## config.mk

```make
export PLATFORM = sky130hd
export DESIGN_NAME = ex_stage
export DESIGN_NICKNAME = d
export VERILOG_FILES = /design/src/rtl/ex_stage.sv
export SDC_FILE = /design/constraint.sdc
export NUM_CORES = 2
export LEC_CHECK = 0
export BUFFER_PORTS_ARGS = -buffer_cell sky130_fd_sc_hd__buf_2
export CAP_MARGIN = 20
export CELL_PAD_IN_SITES_DETAIL_PLACEMENT = 0
export CELL_PAD_IN_SITES_GLOBAL_PLACEMENT = 1
export CORE_ASPECT_RATIO = 1.75
export CORE_UTILIZATION = 31
export DETAILED_ROUTE_END_ITERATION = 16
export GPL_TIMING_DRIVEN = 0
export PLACE_DENSITY_LB_ADDON = 0.25
export SLEW_MARGIN = 20
export SYNTH_ARGS = -nofsm -noshare
export SYNTH_HDL_FRONTEND = slang
export SYNTH_SLANG_ARGS = --single-unit
export TNS_END_PERCENT = 20
```

## constraint.sdc

```tcl
create_clock -name vclk -period 36.3
set_input_delay 7.26 -clock vclk [all_inputs]
set_output_delay 7.26 -clock vclk [all_outputs]
set_load 0.01 [all_outputs]
```

## src/rtl/ex_stage.sv

```systemverilog
// ex_stage: RV32 execute stage - operand forwarding, ALU, branch resolve, divider.
// Define RV32M_DIV_EN to build the iterative radix-2 divider; otherwise divides return 0.
package ex_pkg;

  localparam logic [3:0] ALU_ADD  = 4'd0;
  localparam logic [3:0] ALU_SUB  = 4'd1;
  localparam logic [3:0] ALU_AND  = 4'd2;
  localparam logic [3:0] ALU_OR   = 4'd3;
  localparam logic [3:0] ALU_XOR  = 4'd4;
  localparam logic [3:0] ALU_SLT  = 4'd5;
  localparam logic [3:0] ALU_SLTU = 4'd6;
  localparam logic [3:0] ALU_SLL  = 4'd7;
  localparam logic [3:0] ALU_SRL  = 4'd8;
  localparam logic [3:0] ALU_SRA  = 4'd9;
  localparam logic [3:0] ALU_LUI  = 4'd10;

  typedef struct packed {
    logic [31:0] RD1;
    logic [31:0] RD2;
    logic [31:0] PC;
    logic [31:0] PCPlus4;
    logic [31:0] ImmExt;
    logic [4:0]  Rs1;
    logic [4:0]  Rs2;
    logic [4:0]  Rd;
    logic [3:0]  ALUControl;
    logic        ALUSrc;
    logic [2:0]  funct3;
    logic        RegWrite;
    logic [1:0]  ResultSrc;
    logic        MemWrite;
    logic        Branch;
    logic        Jump;
    logic        MulDiv;
  } idex_t;

  typedef struct packed {
    logic        RegWrite;
    logic [1:0]  ResultSrc;
    logic        MemWrite;
    logic [31:0] ALUResult;
    logic [31:0] WriteData;
    logic [4:0]  Rd;
    logic [31:0] PCPlus4;
    logic [31:0] ImmExt;
    logic [2:0]  funct3;
  } exmem_t;

endpackage

module ex_stage
  import ex_pkg::*;
#(
  parameter int XLEN = 32
) (
  input  logic            clk,
  input  logic            rst_n,
  input  idex_t           inputs,
  input  logic [1:0]      ForwardAE,
  input  logic [1:0]      ForwardBE,
  input  logic [XLEN-1:0] ResultW,
  input  logic [XLEN-1:0] ALUResultM,
  input  logic            FlushE,
  output exmem_t          outputs,
  output logic [XLEN-1:0] PCTargetE,
  output logic            PCSrcE,
  output logic [4:0]      Rs1E,
  output logic [4:0]      Rs2E,
  output logic [4:0]      RdE,
  output logic            BusyE
);

  logic [31:0] src_a, src_b, wdata;
  logic [31:0] alu_y, mul_y, div_y, res_y;
  logic        mul_op, div_op, jalr;
  logic        eq, lt, ltu, cond;
  logic signed [65:0] mul_a, mul_b, mul_p;
  logic [1:0]  unused_mul;

  always_comb begin
    case (ForwardAE)
      2'b01:   src_a = ResultW;
      2'b10:   src_a = ALUResultM;
      default: src_a = inputs.RD1;
    endcase
    case (ForwardBE)
      2'b01:   wdata = ResultW;
      2'b10:   wdata = ALUResultM;
      default: wdata = inputs.RD2;
    endcase
    src_b = inputs.ALUSrc ? inputs.ImmExt : wdata;
  end

  always_comb begin
    alu_y = '0;
    case (inputs.ALUControl)
      ALU_ADD:  alu_y = src_a + src_b;
      ALU_SUB:  alu_y = src_a - src_b;
      ALU_AND:  alu_y = src_a & src_b;
      ALU_OR:   alu_y = src_a | src_b;
      ALU_XOR:  alu_y = src_a ^ src_b;
      ALU_SLT:  alu_y = {31'b0, $signed(src_a) < $signed(src_b)};
      ALU_SLTU: alu_y = {31'b0, src_a < src_b};
      ALU_SLL:  alu_y = src_a << src_b[4:0];
      ALU_SRL:  alu_y = src_a >> src_b[4:0];
      ALU_SRA:  alu_y = $signed(src_a) >>> src_b[4:0];
      ALU_LUI:  alu_y = src_b;
      default:  alu_y = '0;
    endcase
  end

  // rs1 is signed for MULH/MULHSU, rs2 only for MULH
  always_comb begin
    mul_a = 66'($signed({inputs.funct3[1:0] != 2'b11 && src_a[31], src_a}));
    mul_b = 66'($signed({inputs.funct3[1:0] == 2'b01 && src_b[31], src_b}));
    mul_p = mul_a * mul_b;
    mul_y = (inputs.funct3[1:0] == 2'b00) ? mul_p[31:0] : mul_p[63:32];
    unused_mul = mul_p[65:64];
  end

  always_comb begin
    eq   = src_a == wdata;
    lt   = $signed(src_a) < $signed(wdata);
    ltu  = src_a < wdata;
    cond = 1'b0;
    case (inputs.funct3)
      3'b000:  cond = eq;
      3'b001:  cond = !eq;
      3'b100:  cond = lt;
      3'b101:  cond = !lt;
      3'b110:  cond = ltu;
      3'b111:  cond = !ltu;
      default: cond = 1'b0;
    endcase
  end

  assign mul_op = inputs.MulDiv & ~inputs.funct3[2];
  assign div_op = inputs.MulDiv & inputs.funct3[2];

`ifdef RV32M_DIV_EN
  typedef enum logic [1:0] {S_IDLE, S_RUN, S_DONE} div_state_e;

  div_state_e  state_q, state_d;
  logic [4:0]  cnt_q, cnt_d;
  logic [31:0] dvd_q, dvd_d;
  logic [31:0] dvs_q, dvs_d;
  logic [31:0] rem_q, rem_d;
  logic        negq_q, negq_d;
  logic        negr_q, negr_d;
  logic        rsel_q, rsel_d;
  logic        sgn, a_neg, b_neg, ge;
  logic [31:0] a_abs, b_abs;
  logic [32:0] shft;

  always_ff @(posedge clk or negedge rst_n) begin
    if (!rst_n) begin
      state_q <= S_IDLE;
      cnt_q   <= '0;
      dvd_q   <= '0;
      dvs_q   <= '0;
      rem_q   <= '0;
      negq_q  <= 1'b0;
      negr_q  <= 1'b0;
      rsel_q  <= 1'b0;
    end else begin
      state_q <= state_d;
      cnt_q   <= cnt_d;
      dvd_q   <= dvd_d;
      dvs_q   <= dvs_d;
      rem_q   <= rem_d;
      negq_q  <= negq_d;
      negr_q  <= negr_d;
      rsel_q  <= rsel_d;
    end
  end

  // dvd_q shifts the dividend out and the quotient in
  always_comb begin
    sgn     = ~inputs.funct3[0];
    a_neg   = sgn & src_a[31];
    b_neg   = sgn & wdata[31];
    a_abs   = a_neg ? -src_a : src_a;
    b_abs   = b_neg ? -wdata : wdata;
    shft    = {rem_q, dvd_q[31]};
    ge      = shft >= {1'b0, dvs_q};
    state_d = state_q;
    cnt_d   = cnt_q;
    dvd_d   = dvd_q;
    dvs_d   = dvs_q;
    rem_d   = rem_q;
    negq_d  = negq_q;
    negr_d  = negr_q;
    rsel_d  = rsel_q;
    case (state_q)
      S_IDLE: begin
        if (div_op && !FlushE) begin
          negr_d = a_neg;
          rsel_d = inputs.funct3[1];
          negq_d = 1'b0;
          if (wdata == '0) begin
            dvd_d   = '1;
            rem_d   = a_abs;
            state_d = S_DONE;
          end else if (sgn && src_a == 32'h8000_0000 && wdata == '1) begin
            dvd_d   = 32'h8000_0000;
            rem_d   = '0;
            state_d = S_DONE;
          end else begin
            dvd_d   = a_abs;
            dvs_d   = b_abs;
            rem_d   = '0;
            negq_d  = a_neg ^ b_neg;
            cnt_d   = 5'd31;
            state_d = S_RUN;
          end
        end
      end
      S_RUN: begin
        dvd_d = {dvd_q[30:0], ge};
        rem_d = ge ? 32'(shft - {1'b0, dvs_q}) : shft[31:0];
        if (cnt_q == 5'd0) state_d = S_DONE;
        else cnt_d = cnt_q - 5'd1;
      end
      S_DONE:  state_d = S_IDLE;
      default: state_d = S_IDLE;
    endcase
    if (FlushE) state_d = S_IDLE;
  end

  assign div_y = rsel_q ? (negr_q ? -rem_q : rem_q)
                        : (negq_q ? -dvd_q : dvd_q);
  assign BusyE = rst_n & div_op & (state_q != S_DONE) & ~FlushE;
`else
  logic unused_div;
  assign unused_div = clk ^ rst_n;
  assign div_y      = '0;
  assign BusyE      = 1'b0;
`endif

  // JAL decodes with ALUSrc=0, JALR with ALUSrc=1 (rs1 + imm)
  assign jalr = inputs.Jump & inputs.ALUSrc;

  always_comb begin
    res_y = div_op ? div_y : (mul_op ? mul_y : alu_y);
    outputs           = '0;
    outputs.RegWrite  = inputs.RegWrite & ~BusyE;
    outputs.ResultSrc = inputs.ResultSrc;
    outputs.MemWrite  = inputs.MemWrite & ~BusyE;
    outputs.ALUResult = res_y;
    outputs.WriteData = wdata;
    outputs.Rd        = inputs.Rd;
    outputs.PCPlus4   = inputs.PCPlus4;
    outputs.ImmExt    = inputs.ImmExt;
    outputs.funct3    = inputs.funct3;
    PCSrcE    = (inputs.Jump | (inputs.Branch & cond)) & ~BusyE;
    PCTargetE = jalr ? ((src_a + inputs.ImmExt) & ~32'd1)
                     : (inputs.PC + inputs.ImmExt);
  end

  assign Rs1E = inputs.Rs1;
  assign Rs2E = inputs.Rs2;
  assign RdE  = inputs.Rd;

endmodule

```

; ---- Word level (Yosys, flattened, before mapping)
; Index checks and enable logic that the tools add are counted.
[classes]
n_addsub = 4
n_mul = 1
div = 0
n_lt_le_gt_ge = 4
n_eq_ne = 22
shifts = 3
n_mux = 9
n_bitwise = 9
reduce_logical = 8
[op_table]
columns = operator, n
row1 = 32-bit case mux with 11 select lines, 1
row2 = 32-bit 2-to-1 mux, 5
row3 = 32-bit < comparator, 4
row4 = 32-bit case mux with 2 select lines, 2
row5 = 32-bit adder, 3
row6 = 33-bit by 33-bit multiplier with 64-bit output, 1
row7 = 32-bit bitwise AND, 1
row8 = 32-bit equality test, 1
row9 = 32-bit OR, 1
row10 = 32-bit by 5-bit << shifter with 32-bit output, 1
row11 = 32-bit by 5-bit right shift with 32-bit output, 1
row12 = 32-bit by 5-bit >>> shifter with 32-bit output, 1
row13 = 32-bit subtractor, 1
row14 = 32-bit XOR, 1
row15 = 4-bit by 3-bit equality test with 1-bit output (second input constant), 4
row16 = 3-bit equality test (second input constant), 4
row17 = 4-bit equality test (second input constant), 3
row18 = 4-bit by 2-bit equality test with 1-bit output (second input constant), 2
row19 = 2-bit by 1-bit equality test with 1-bit output (second input constant), 3
row20 = 1-bit case mux with 6 select lines, 1
row21 = 1-bit bitwise AND, 4
row22 = 2-bit equality test (second input constant), 2
row23 = 4-bit by 1-bit equality test with 1-bit output (second input constant), 1
row24 = 4-bit logical NOT, 1
row25 = 8 further kinds, 11
[word_totals]
reg_bits = 0
latchBits = 0
ram_bits = 0
rom_bits = 0
out_inout_bits = 189
wordCells = 60
memories = 0

; ---- Logic depth before layout (Yosys ltp)
[depth]
ltp_word = 8
ltp_mapped = 40
depth_no_buf = 36

; ---- Worst setup path before layout
; Ideal clock, no wire load.
[synth_timing]
path_type = input -> output
start = in ForwardBE[0]
end = out outputs[131] (netlist name)
arrival_time_ns = 16.480
setup_slack_ns = 12.560
cell_stages = 35
path_cell_list = inv_1 ha_1 buf_6 clkbuf_1 buf_1 buf_2 a21oi_1 o21ai_1 clkinv_1 clkbuf_1 nor2_1 fa_1 fa_1 inv_1 fa_1 inv_1 fa_1 fa_1 fa_1 inv_1 fa_1 fa_1 inv_1 ha_1 clkbuf_1 a21o_1 a21o_1 a211oi_1 nand3_1 nor4_1 a21oi_1 nor2_1 a21oi_1 or4_1 nand4_1
[synth_rtl]
columns = element, line_no
row1 = "start, declared", 60  ; input logic [1:0] ForwardBE,
row2 = "end, declared", 64  ; output exmem_t outputs,

==> impl_metrics.ini <==
[placement]
gp_congestion = 1.06
hpwl_mm = 319
placed_area_um2 = 58400
portBuffers = 391

[synthesis]
avgSynthCellArea_um2 = 8.01
syn_area_um2 = 52000
syn_nets = 8289
synth_top_area_cell = fa_1
synthDistinctLibCells = 98
synth_most_common_cell = inv_1
synth_top_area_share_pct = 43.5
syn_inst = 6493
seq_area_frac_synth_pct = 0
synth_area_leaders = fa_1 (43%), ha_1 (9.8%), inv_1 (8.9%), nand2_1 (6.9%), nor2_1 (4.3%)
yosysWarnings = 0
synth_commonest_cells = inv_1 (1227), fa_1 (1129), nand2_1 (956), nor2_1 (602), ha_1 (406)

[critical_path]
critPathKind = primary input to output port
crit_fanout = 10
crit_top_cell = fa_1
crit_path_top_delay_cell = o31ai_1
cp_data_arrival_time_ps = 22250
cp-end-kind = output port
cp_top_family = adder cells
startpoint = ForwardBE[0]
critPathMaxStageDelay_ps = 1040
startpoint_type = primary input
required_ps = 29040
cp_num_buf_inv = 16

[global_routing]
grt_use_total_pct = 43.6
gr-total-overflow = 0
grt_pass1_vias = 55524
antenna_found_initial = 34
grt_max_degree = 24
grt_first_pass_wirelength_mm = 490

[finish]
regArea_um2 = 0
nClkBuffers = 0
design_area_um2 = 58500
n_sequential_cell = 0
area_growth_pct = 12.5
drive_above_1_share_pct = 11.4
nets = 8749

[worst_hold_path]
min-delay-start = inputs[73]
hp-class = primary input to output port
hold_path_end = outputs[46]
hold-path-cell-count = 2

[timing]
slew_headroom_pct = 6.07
fmax_mhz = 33.9
finalSetupTns_ps = 0
fin_crit_ps = 29510
finalSetupViolations = 0
rsz0062_at_grt = false
period_share_pct = 81.3
drv_slew = 0
hold_violations = 0
worst_slew_pin_slew_ps = 1410

[detailed_routing]
drc = 0
via_count = 52094
viasPerCell = 5.68
wire_per_inst_um = 40.5
wl_mm = 372
drt-initial-drc-count = 4525
ant_nets = 0
dr.pass1.iters = 6

[die]
ioPinCount = 450
die_h_um = 544
die_x_um = 312
start_util_pct = 31.2
core_um2 = 166000
rows = 198
die-area_um2 = 169000

[clock_network]
cts_resized = 0
cts_setup_buffers = 0
ctsHoldBuffers = 0

[status]
status = finished clean

[flow_run]
max_cap_violations = 0
-- metrics by stage --
step	instances	util, %	hold slack (ps)	setup slack (ps)
detailed placement	9149	35.1	14700	7220
CTS	9149	35.1	14700	7200
global placement	9084	34.1	14700	6040
global route	9157	35.1	14710	6950
floorplan	6493	-	14610	12560
finish	9175	35.1	14700	6790
-- cells in the final DEF, fill, tap and decap left out, drive strengths merged, types with 37 or more instances in the layout --
cell type,netlist,final
a31oi,37,37
o21ai,286,286
a22oi,87,87
a21oi,298,298
mux2i,114,114
nand2,957,957
nor2,602,602
xor2,46,46
a21o,82,82
nand3,54,54
clkbuf,281,282
nor3,56,56
fa,1129,1129
nand2b,39,39
buf,177,634
a211oi,42,42
xnor2,103,103
inv,1234,1234
ha,406,406
-- how the worst max path moves through the flow --
stage / slack (ps) / end / cells after the start
4_1_cts: 7200 / outputs[134] / 39
2_1_floorplan: 12560 / outputs[131] / 35
3_5_place_dp: 7220 / outputs[134] / 39
5_1_grt: 6950 / outputs[134] / 39
3_3_place_gp: 6040 / outputs[120] / 37
6_report: 6790 / outputs[122] / 39
-- layout make-up --
class                      count  area [µm²]
multi-input combinational   4782       45400
buffer                       458        2290
tap                         2200        2750
timing repair buffer         458        3280
inverter                    1253        4710
fill                       18158      108000
antenna                       24        60.1
-- kinds of logic after synthesis --
kind of cell | synth area share, %
adder cells (fa/ha/maj) | 53.3
buffers and inverters | 13.2
AO/OA/AOI/OAI | 13.9
AND/OR/NAND/NOR | 14.7
multiplexers | 2.35
other | 0.00721
XOR/XNOR | 2.51
-- metal layers --
layer | up-vias | wire (µm) | global-route usage [%]
met2 | 2741 | 178000 | 74.6
met5 | - | 62 | 0
met1 | 27065 | 121000 | 43.8
met3 | 1080 | 22300 | 6.56
li1 | 21198 | - | -
met4 | 10 | 50400 | 47.0
